--- config.mk ---
export PLATFORM = sky130hd
export DESIGN_NAME = kianv_bus_fabric
export DESIGN_NICKNAME = d
export VERILOG_FILES = /design/src/rtl/kianv_bus_fabric_pkg.sv /design/src/rtl/kianv_bus_fabric_bus_addr_decode.sv /design/src/rtl/kianv_bus_fabric.sv
export SDC_FILE = /design/constraint.sdc
export NUM_CORES = 1
export LEC_CHECK = 0
export ABC_AREA = 1
export CAP_MARGIN = 20
export CORE_ASPECT_RATIO = 0.5
export CORE_UTILIZATION = 39
export DETAILED_ROUTE_END_ITERATION = 12
export PLACE_DENSITY_LB_ADDON = 0.2
export SYNTH_ARGS = -nofsm -noshare
export SYNTH_HDL_FRONTEND = slang
export SYNTH_HIERARCHICAL = 1
export SYNTH_SLANG_ARGS = --single-unit
--- constraint.sdc ---
create_clock -name clk_i -period 1.6 [get_ports clk_i]
set_input_delay 0.16 -clock clk_i [delete_from_list [all_inputs] [get_ports clk_i]]
set_output_delay 0.16 -clock clk_i [all_outputs]
set_load 0.02 [all_outputs]
--- src/rtl/kianv_bus_fabric_pkg.sv ---
// Shared types and constants for the KianV valid/ready bus fabric.
// State encodings, bus widths, fault read-data value and a select-width helper.
package kianv_bus_fabric_pkg;

   localparam int          BUS_DATA_W  = 32;
   localparam int          BUS_ADDR_W  = 32;
   localparam logic [31:0] FAULT_RDATA = 32'h0;

   typedef enum logic [1:0] {
      ST_IDLE   = 2'd0,
      ST_ACCESS = 2'd1,
      ST_RESP   = 2'd2
   } bus_state_t;

   function automatic int sel_width(input int n);
      return (n > 1) ? $clog2(n) : 1;
   endfunction

endpackage

--- src/rtl/kianv_bus_fabric_bus_addr_decode.sv ---
// bus_addr_decode: combinational priority address decoder for the bus fabric.
// Lowest-index matching window wins; flags writes that land on a read-only slave.
module bus_addr_decode
   import kianv_bus_fabric_pkg::*;
#(
   parameter int                        NUM_SLAVES = 4,
   parameter logic [NUM_SLAVES*32-1:0]  SLAVE_BASE = '0,
   parameter logic [NUM_SLAVES*32-1:0]  SLAVE_MASK = '0,
   parameter logic [NUM_SLAVES-1:0]     SLAVE_RO   = '0,
   parameter int                        SEL_W      = sel_width(NUM_SLAVES)
) (
   input  logic [BUS_ADDR_W-1:0] addr_i,
   input  logic                  wr_i,
   output logic                  hit_o,
   output logic [SEL_W-1:0]      sel_o,
   output logic                  ro_violation_o
);

   // Scan high to low so the lowest matching index is the last one written.
   always_comb begin
      hit_o          = 1'b0;
      sel_o          = '0;
      ro_violation_o = 1'b0;
      for (int i = NUM_SLAVES - 1; i >= 0; i--) begin
         if ((addr_i & SLAVE_MASK[i*32 +: 32]) == SLAVE_BASE[i*32 +: 32]) begin
            hit_o          = 1'b1;
            sel_o          = SEL_W'(i);
            ro_violation_o = SLAVE_RO[i] & wr_i;
         end
      end
   end

endmodule

--- src/rtl/kianv_bus_fabric.sv ---
// kianv_bus_fabric: valid/ready fabric from the KianV core to NUM_SLAVES peripherals.
// Optional ACCESS-state watchdog enabled by defining BUS_TIMEOUT_EN.
module kianv_bus_fabric
   import kianv_bus_fabric_pkg::*;
#(
   parameter int                        NUM_SLAVES = 4,
   parameter logic [NUM_SLAVES*32-1:0]  SLAVE_BASE = '0,
   parameter logic [NUM_SLAVES*32-1:0]  SLAVE_MASK = '0,
   parameter logic [NUM_SLAVES-1:0]     SLAVE_RO   = '0,
   parameter int                        TIMEOUT    = 1024
) (
   input  logic                             clk_i,
   input  logic                             rst_i,
   input  logic                             m_valid_i,
   input  logic [BUS_ADDR_W-1:0]            m_addr_i,
   input  logic [3:0]                       m_wstrb_i,
   input  logic [BUS_DATA_W-1:0]            m_wdata_i,
   output logic [BUS_DATA_W-1:0]            m_rdata_o,
   output logic                             m_ready_o,
   output logic                             m_fault_o,
   output logic [NUM_SLAVES-1:0]            s_valid_o,
   output logic [BUS_ADDR_W-1:0]            s_addr_o,
   output logic [3:0]                       s_wstrb_o,
   output logic [BUS_DATA_W-1:0]            s_wdata_o,
   input  logic [NUM_SLAVES*BUS_DATA_W-1:0] s_rdata_i,
   input  logic [NUM_SLAVES-1:0]            s_ready_i
);

   localparam int SEL_W = sel_width(NUM_SLAVES);

   if (NUM_SLAVES < 1 || NUM_SLAVES > 16 || TIMEOUT < 1) begin : g_param_check
      $error("kianv_bus_fabric: NUM_SLAVES must be 1..16 and TIMEOUT >= 1");
   end

   bus_state_t              state_q, state_d;
   logic [SEL_W-1:0]        sel_q, sel_d;
   logic [NUM_SLAVES-1:0]   sel_oh_q, sel_oh_d;
   logic [BUS_ADDR_W-1:0]   addr_q, addr_d;
   logic [3:0]              wstrb_q, wstrb_d;
   logic [BUS_DATA_W-1:0]   wdata_q, wdata_d;
   logic [BUS_DATA_W-1:0]   rdata_q, rdata_d;
   logic                    fault_q, fault_d;

   logic                    dec_hit, dec_ro;
   logic [SEL_W-1:0]        dec_sel;
   logic                    sel_rdy;
   logic [BUS_DATA_W-1:0]   sel_rdata;
   logic                    tmo;

   bus_addr_decode #(
      .NUM_SLAVES (NUM_SLAVES),
      .SLAVE_BASE (SLAVE_BASE),
      .SLAVE_MASK (SLAVE_MASK),
      .SLAVE_RO   (SLAVE_RO),
      .SEL_W      (SEL_W)
   ) u_decode (
      .addr_i         (m_addr_i),
      .wr_i           (|m_wstrb_i),
      .hit_o          (dec_hit),
      .sel_o          (dec_sel),
      .ro_violation_o (dec_ro)
   );

   // Only the latched slave's ready counts; others are ignored.
   assign sel_rdy   = |(s_ready_i & sel_oh_q);
   assign sel_rdata = s_rdata_i[sel_q*BUS_DATA_W +: BUS_DATA_W];

`ifdef BUS_TIMEOUT_EN
   localparam int CNT_W = $clog2(TIMEOUT + 1);
   logic [CNT_W-1:0] cnt_q, cnt_d;

   // Zero outside ACCESS, so it is already clear on entry.
   always_comb begin
      cnt_d = '0;
      if (state_q == ST_ACCESS) cnt_d = cnt_q + 1'b1;
   end

   always_ff @(posedge clk_i) begin
      if (rst_i) cnt_q <= '0;
      else       cnt_q <= cnt_d;
   end

   assign tmo = (cnt_q == CNT_W'(TIMEOUT - 1));
`else
   assign tmo = 1'b0;
`endif

   always_comb begin
      state_d  = state_q;
      sel_d    = sel_q;
      sel_oh_d = sel_oh_q;
      addr_d   = addr_q;
      wstrb_d  = wstrb_q;
      wdata_d  = wdata_q;
      rdata_d  = rdata_q;
      fault_d  = fault_q;
      case (state_q)
         ST_IDLE: begin
            if (m_valid_i) begin
               addr_d  = m_addr_i;
               wdata_d = m_wdata_i;
               if (!dec_hit || dec_ro) begin
                  wstrb_d = '0;
                  rdata_d = FAULT_RDATA;
                  fault_d = 1'b1;
                  state_d = ST_RESP;
               end else begin
                  wstrb_d  = m_wstrb_i;
                  sel_d    = dec_sel;
                  sel_oh_d = NUM_SLAVES'(1) << dec_sel;
                  state_d  = ST_ACCESS;
               end
            end
         end
         ST_ACCESS: begin
            // A ready arriving on the timeout cycle still wins.
            if (sel_rdy) begin
               rdata_d = sel_rdata;
               fault_d = 1'b0;
               state_d = ST_RESP;
            end else if (tmo) begin
               rdata_d = FAULT_RDATA;
               fault_d = 1'b1;
               state_d = ST_RESP;
            end
         end
         ST_RESP: begin
            fault_d = 1'b0;
            state_d = ST_IDLE;
         end
         default: begin
            fault_d = 1'b0;
            state_d = ST_IDLE;
         end
      endcase
   end

   always_ff @(posedge clk_i) begin
      if (rst_i) begin
         state_q  <= ST_IDLE;
         sel_q    <= '0;
         sel_oh_q <= '0;
         addr_q   <= '0;
         wstrb_q  <= '0;
         wdata_q  <= '0;
         rdata_q  <= '0;
         fault_q  <= 1'b0;
      end else begin
         state_q  <= state_d;
         sel_q    <= sel_d;
         sel_oh_q <= sel_oh_d;
         addr_q   <= addr_d;
         wstrb_q  <= wstrb_d;
         wdata_q  <= wdata_d;
         rdata_q  <= rdata_d;
         fault_q  <= fault_d;
      end
   end

   assign m_ready_o = (state_q == ST_RESP);
   assign m_fault_o = fault_q;
   assign m_rdata_o = rdata_q;
   assign s_valid_o = (state_q == ST_ACCESS) ? sel_oh_q : '0;
   assign s_addr_o  = addr_q;
   assign s_wstrb_o = wstrb_q;
   assign s_wdata_o = wdata_q;

endmodule
Word-level counts from Yosys, hierarchy flattened

Cells that the tools add are included.

Bits in registers: 104
Output and inout bits: 106
Logic and storage cells: 25

Eq/ne operators: 4
Muxes and demuxes: 6
Bitwise logic cells: 2
Reductions and logical operators: 6

Operator list:

| operator             | count |
|---|---|
| $reduce_and A2 Y1    | 4 |
| $and A4 B1 Y4        | 1 |
| $mux W2              | 2 |
| $ne A2 B2 Y1 const B | 2 |
| $pmux W2 S2          | 1 |
| $reduce_or A4 Y1     | 1 |
| $eq A2 B1 Y1 const B | 1 |
| $eq A2 B2 Y1 const B | 1 |
| $logic_not A2 Y1     | 1 |
| $mux W1              | 2 |
| $pmux W1 S2          | 1 |
| $not A1 Y1           | 1 |

Depth between registers and ports, before layout

Gate-level depths: netlist of the first run.

Depth after elaboration: 4
Mapped depth: 10
Gate-level depth less buffers: 8

Hierarchy

Netlist of the first run, hierarchy kept.

Modules (own cells, without submodules):

| module           | instances | cells each | area each (um2) | sequential area each (um2) |
|---|---|---|---|---|
| kianv_bus_fabric | 1         | 914        | 5461.5          | 2182.1 |
| bus_addr_decode  | 1         | 6          | 37.5            | 0.0 |

Worst setup path after synthesis of the first run

OpenSTA, ideal clock, no wires.

Kind: reg-to-reg
Start: register state_q[0]
End: register rdata_q[11], in the netlist m_rdata_o[11]
Library setup time: 0.113 ns
Arrival: 1.163 ns
Data required time: 1.487 ns
Slack: 0.325 ns
Stages on the path, launching flop included: 9
Path buffers: 3
Clock period less this slack: 1.275 ns
Path through: dfxtp_1 nand2_1 buf_4 nand2_2 nand3_2 buf_6 buf_2 nor2_1 nor2_1

Cells in the longest elaborated chain, start to end: 2

RTL lines:

| item                               | RTL line                | source |
|---|---|---|
| start: declaration                 | kianv_bus_fabric.sv:35  | `bus_state_t state_q, state_d;` |
| start signal: assignment           | kianv_bus_fabric.sv:149 | `state_q <= state_d;` |
| $eq A2 B1 Y1                       | kianv_bus_fabric.sv:97  | `case (state_q)` |
| $reduce_and A2 Y1 (no source line) | --                      |  |
| end signal: assignment             | kianv_bus_fabric.sv:155 | `rdata_q <= rdata_d;` |
| end: declaration                   | kianv_bus_fabric.sv:41  | `logic [BUS_DATA_W-1:0] rdata_q, rdata_d;` |

Every way passes these cells.
A chain may end at the register's enable or synchronous reset.

Worst setup path in the final report of the first run

Start: register rdata_q[9], in the netlist m_rdata_o[9]
End: output port m_rdata_o[9]

RTL lines:

| item             | RTL line               | source |
|---|---|---|
| end: declaration | kianv_bus_fabric.sv:18 | `output logic [BUS_DATA_W-1:0] m_rdata_o,` |

No word-level cell between the ends.

==> impl_metrics.env, run 1 <==
export IMPL_yosysWarningCount=6
export IMPL_crit_path_end_kind="output pin"
export IMPL_r2r_slack_ps=170
export IMPL_grt_pass1_vias=5917
export IMPL_drc=0
export IMPL_grt_overflow=0
export IMPL_grt_usage_pct=23.3
export IMPL_layout_drive_gt1_share_pct=3.73
export IMPL_tritoncts="done"
export IMPL_drt_iter0_markers=197
export IMPL_drt_total_wl_mm=17.3
export IMPL_synthCells=919
export IMPL_n_antenna_cell=0
export IMPL_port_buffers=308
export IMPL_worstHoldStart="m_wstrb_i[2]"
export IMPL_cts_sinks=109
export IMPL_vdd_drop_max_mv=0.678
export IMPL_r2r_cells=8
export IMPL_place_detailed_hpwl_mm=12.9
export IMPL_timing_fmax_mhz=661
export IMPL_final_util_pct=66.7
export IMPL_critPathBufInv=1
export IMPL_worstReg2RegEnd="m_rdata_o[24]"
export IMPL_start_kind="flop"
export IMPL_period_minus_slack_ps=1510
export IMPL_vias=6333
export IMPL_worst_hold_slack_ps=373
export IMPL_cts_reportedPaths_clkPinSlew_ps=70
export IMPL_status="complete, no violations"
export IMPL_antenna_left=0
export IMPL_avgSynthCellArea_um2=5.98
export IMPL_path_cells="clkdlybuf4s50_1"
export IMPL_fin_nets=1404
export IMPL_area_growth_pct=65.5
export IMPL_holdPathStages=3
export IMPL_initial_utilization_pct=40.3
export IMPL_cpMaxStageDelayCell="clkdlybuf4s50_1"
export IMPL_vias_per_cell=4.53
export IMPL_num_rows=30
export IMPL_fp_dieW_um=170
export IMPL_drv_cap=0
export IMPL_grt_antenna_before_repair=0
export IMPL_clockRootBuffer="clkbuf_16"
export IMPL_ios=309
export IMPL_rsz0062_at_grt="no"
export IMPL_p_leak_nw=4.19
export IMPL_r2r_start="state_q[0]"
export IMPL_slowest_delay_ps=640
export IMPL_grt_max_degree=50
export IMPL_cts_made_buffers=9
export IMPL_hold_path_class="in2reg"
export IMPL_postCtsSetupRepairBufs=0
export IMPL_grt_pass1_wl_mm=27.3
export IMPL_core_area_um2=13600
export IMPL_finalPower_mw=7.96
export IMPL_place_congestion=0.855
export IMPL_die_area_um2=14600
export IMPL_maxSlewViolCount=0
export IMPL_finalSetupViolations=0
export IMPL_final_common_cell="clkdlybuf4s50_1"
export IMPL_insertion_delay_ps=350
export IMPL_wl_per_cell_um=12.4
export IMPL_htree_num_levels=3
export IMPL_cp_data_arrival_time_ps=1350
export IMPL_hold_path_endpoint="s_wstrb_o[2]"
export IMPL_cp_max_fo=2
export IMPL_die_y_um=85.9
export IMPL_cp_required_ps=1440
export IMPL_fin_crit_sh_pct=94.5
export IMPL_hold_viol_final=0
export IMPL_tns_ps=0
export IMPL_power_per_cell_area_nw_per_um2=876
export IMPL_syn_area_um2=5490
export IMPL_finalClockSkew_ps=11.1
export IMPL_path_class="reg2out"
export IMPL_cts_buffer_depth=2
export IMPL_first_pass_iters=4
export IMPL_critical_path_top_delay_family="buffers and inverters"
export IMPL_final_cell_mix="clkdlybuf4s50_1, nand2_1, nor2_1"
export IMPL_cts_hold_buffers_added=0
how the worst max path moves through the flow:
stage / depth (start not counted) / slack [ps] / endpoint / from
after floorplan: 8 / 320 / m_rdata_o[11] / state_q[0]
after global placement: 9 / 100 / m_rdata_o[18] / s_ready_i[0]
after detailed placement: 9 / 70 / m_rdata_o[27] / s_ready_i[0]
after CTS: 4 / 20 / s_valid_o[3] / state_q[1]
after global routing: 1 / 30 / m_rdata_o[9] / m_rdata_o[9]
final: 1 / 90 / m_rdata_o[9] / m_rdata_o[9]
area by class of cell:
cell class	count	area [µm²]
clock buffer	10	239
clock inverter	6	62.6
fill	1223	4540
inverter	113	424
multi-input combinational	640	2600
sequential	109	2180
tap	192	240
timing repair buffer	328	3340
worst register-to-register path, cell delays in order, from the launching register on:
cell,delay (ps)
dfxtp_1,410
nand2_2,140
nor2_1,120
nand2_1,110
nand3_2,140
buf_12,210
nand2_1,90
nand2_1,60
nor2_1,40
per-layer routing:
metal  wire length (µm)  part of all wire [%]  vias up  GRT usage [%]
met5                  0                     0        -              0
met1               6980                    40     2830           25.6
li1                   -                     -     3302              -
met3               1480                   8.6       18           8.26
met4                261                   1.5        0           5.98
met2               8590                    50      183           43.0
state kept, by name, summed over array words and instances, names as in the netlist:
name	count
m_rdata_o	32
s_wdata_o	32
sel_oh_q	4
s_addr_o	32
s_wstrb_o	4
state_q	2
sel_q	2
m_fault_o	1
where the power goes:
| part | internal (mW) | switching (mW) |
|---|---|---|
| combinational | 1.31 | 1.26 |
| clock | 1.14 | 1.08 |
| sequential | 3.01 | 0.161 |
| total | 5.46 | 2.50 |
repair_timing:
| item | 4_1_cts | 5_1_grt |
|---|---|---|
| endpoints found under the setup margin | 5 | 24 |
| resized for setup | 6 | 1 |
| endpoints found under the hold margin | 0 | 0 |
| pin swaps | 0 | 0 |
stage by stage:
stage / std cells / cell area, µm² / setup slack [ps]
5_1_grt: 1398 / 9090 / 26.8
4_1_cts: 1398 / 9090 / 21.3
2_1_floorplan: 921 / 5500 / 325
3_5_place_dp: 1382 / 8790 / 73.8
3_3_place_gp: 1382 / 8790 / 101
6_report: 1398 / 9090 / 87.7
No activity file was read; power rests on OpenSTA's default activity.
==> run 2, diff against run 1 <==
Settings changed: SLEW_MARGIN set to 10.
==> results of run 2 <==
Same layout as run 1: the final DEF is identical, and so are final timing and power.
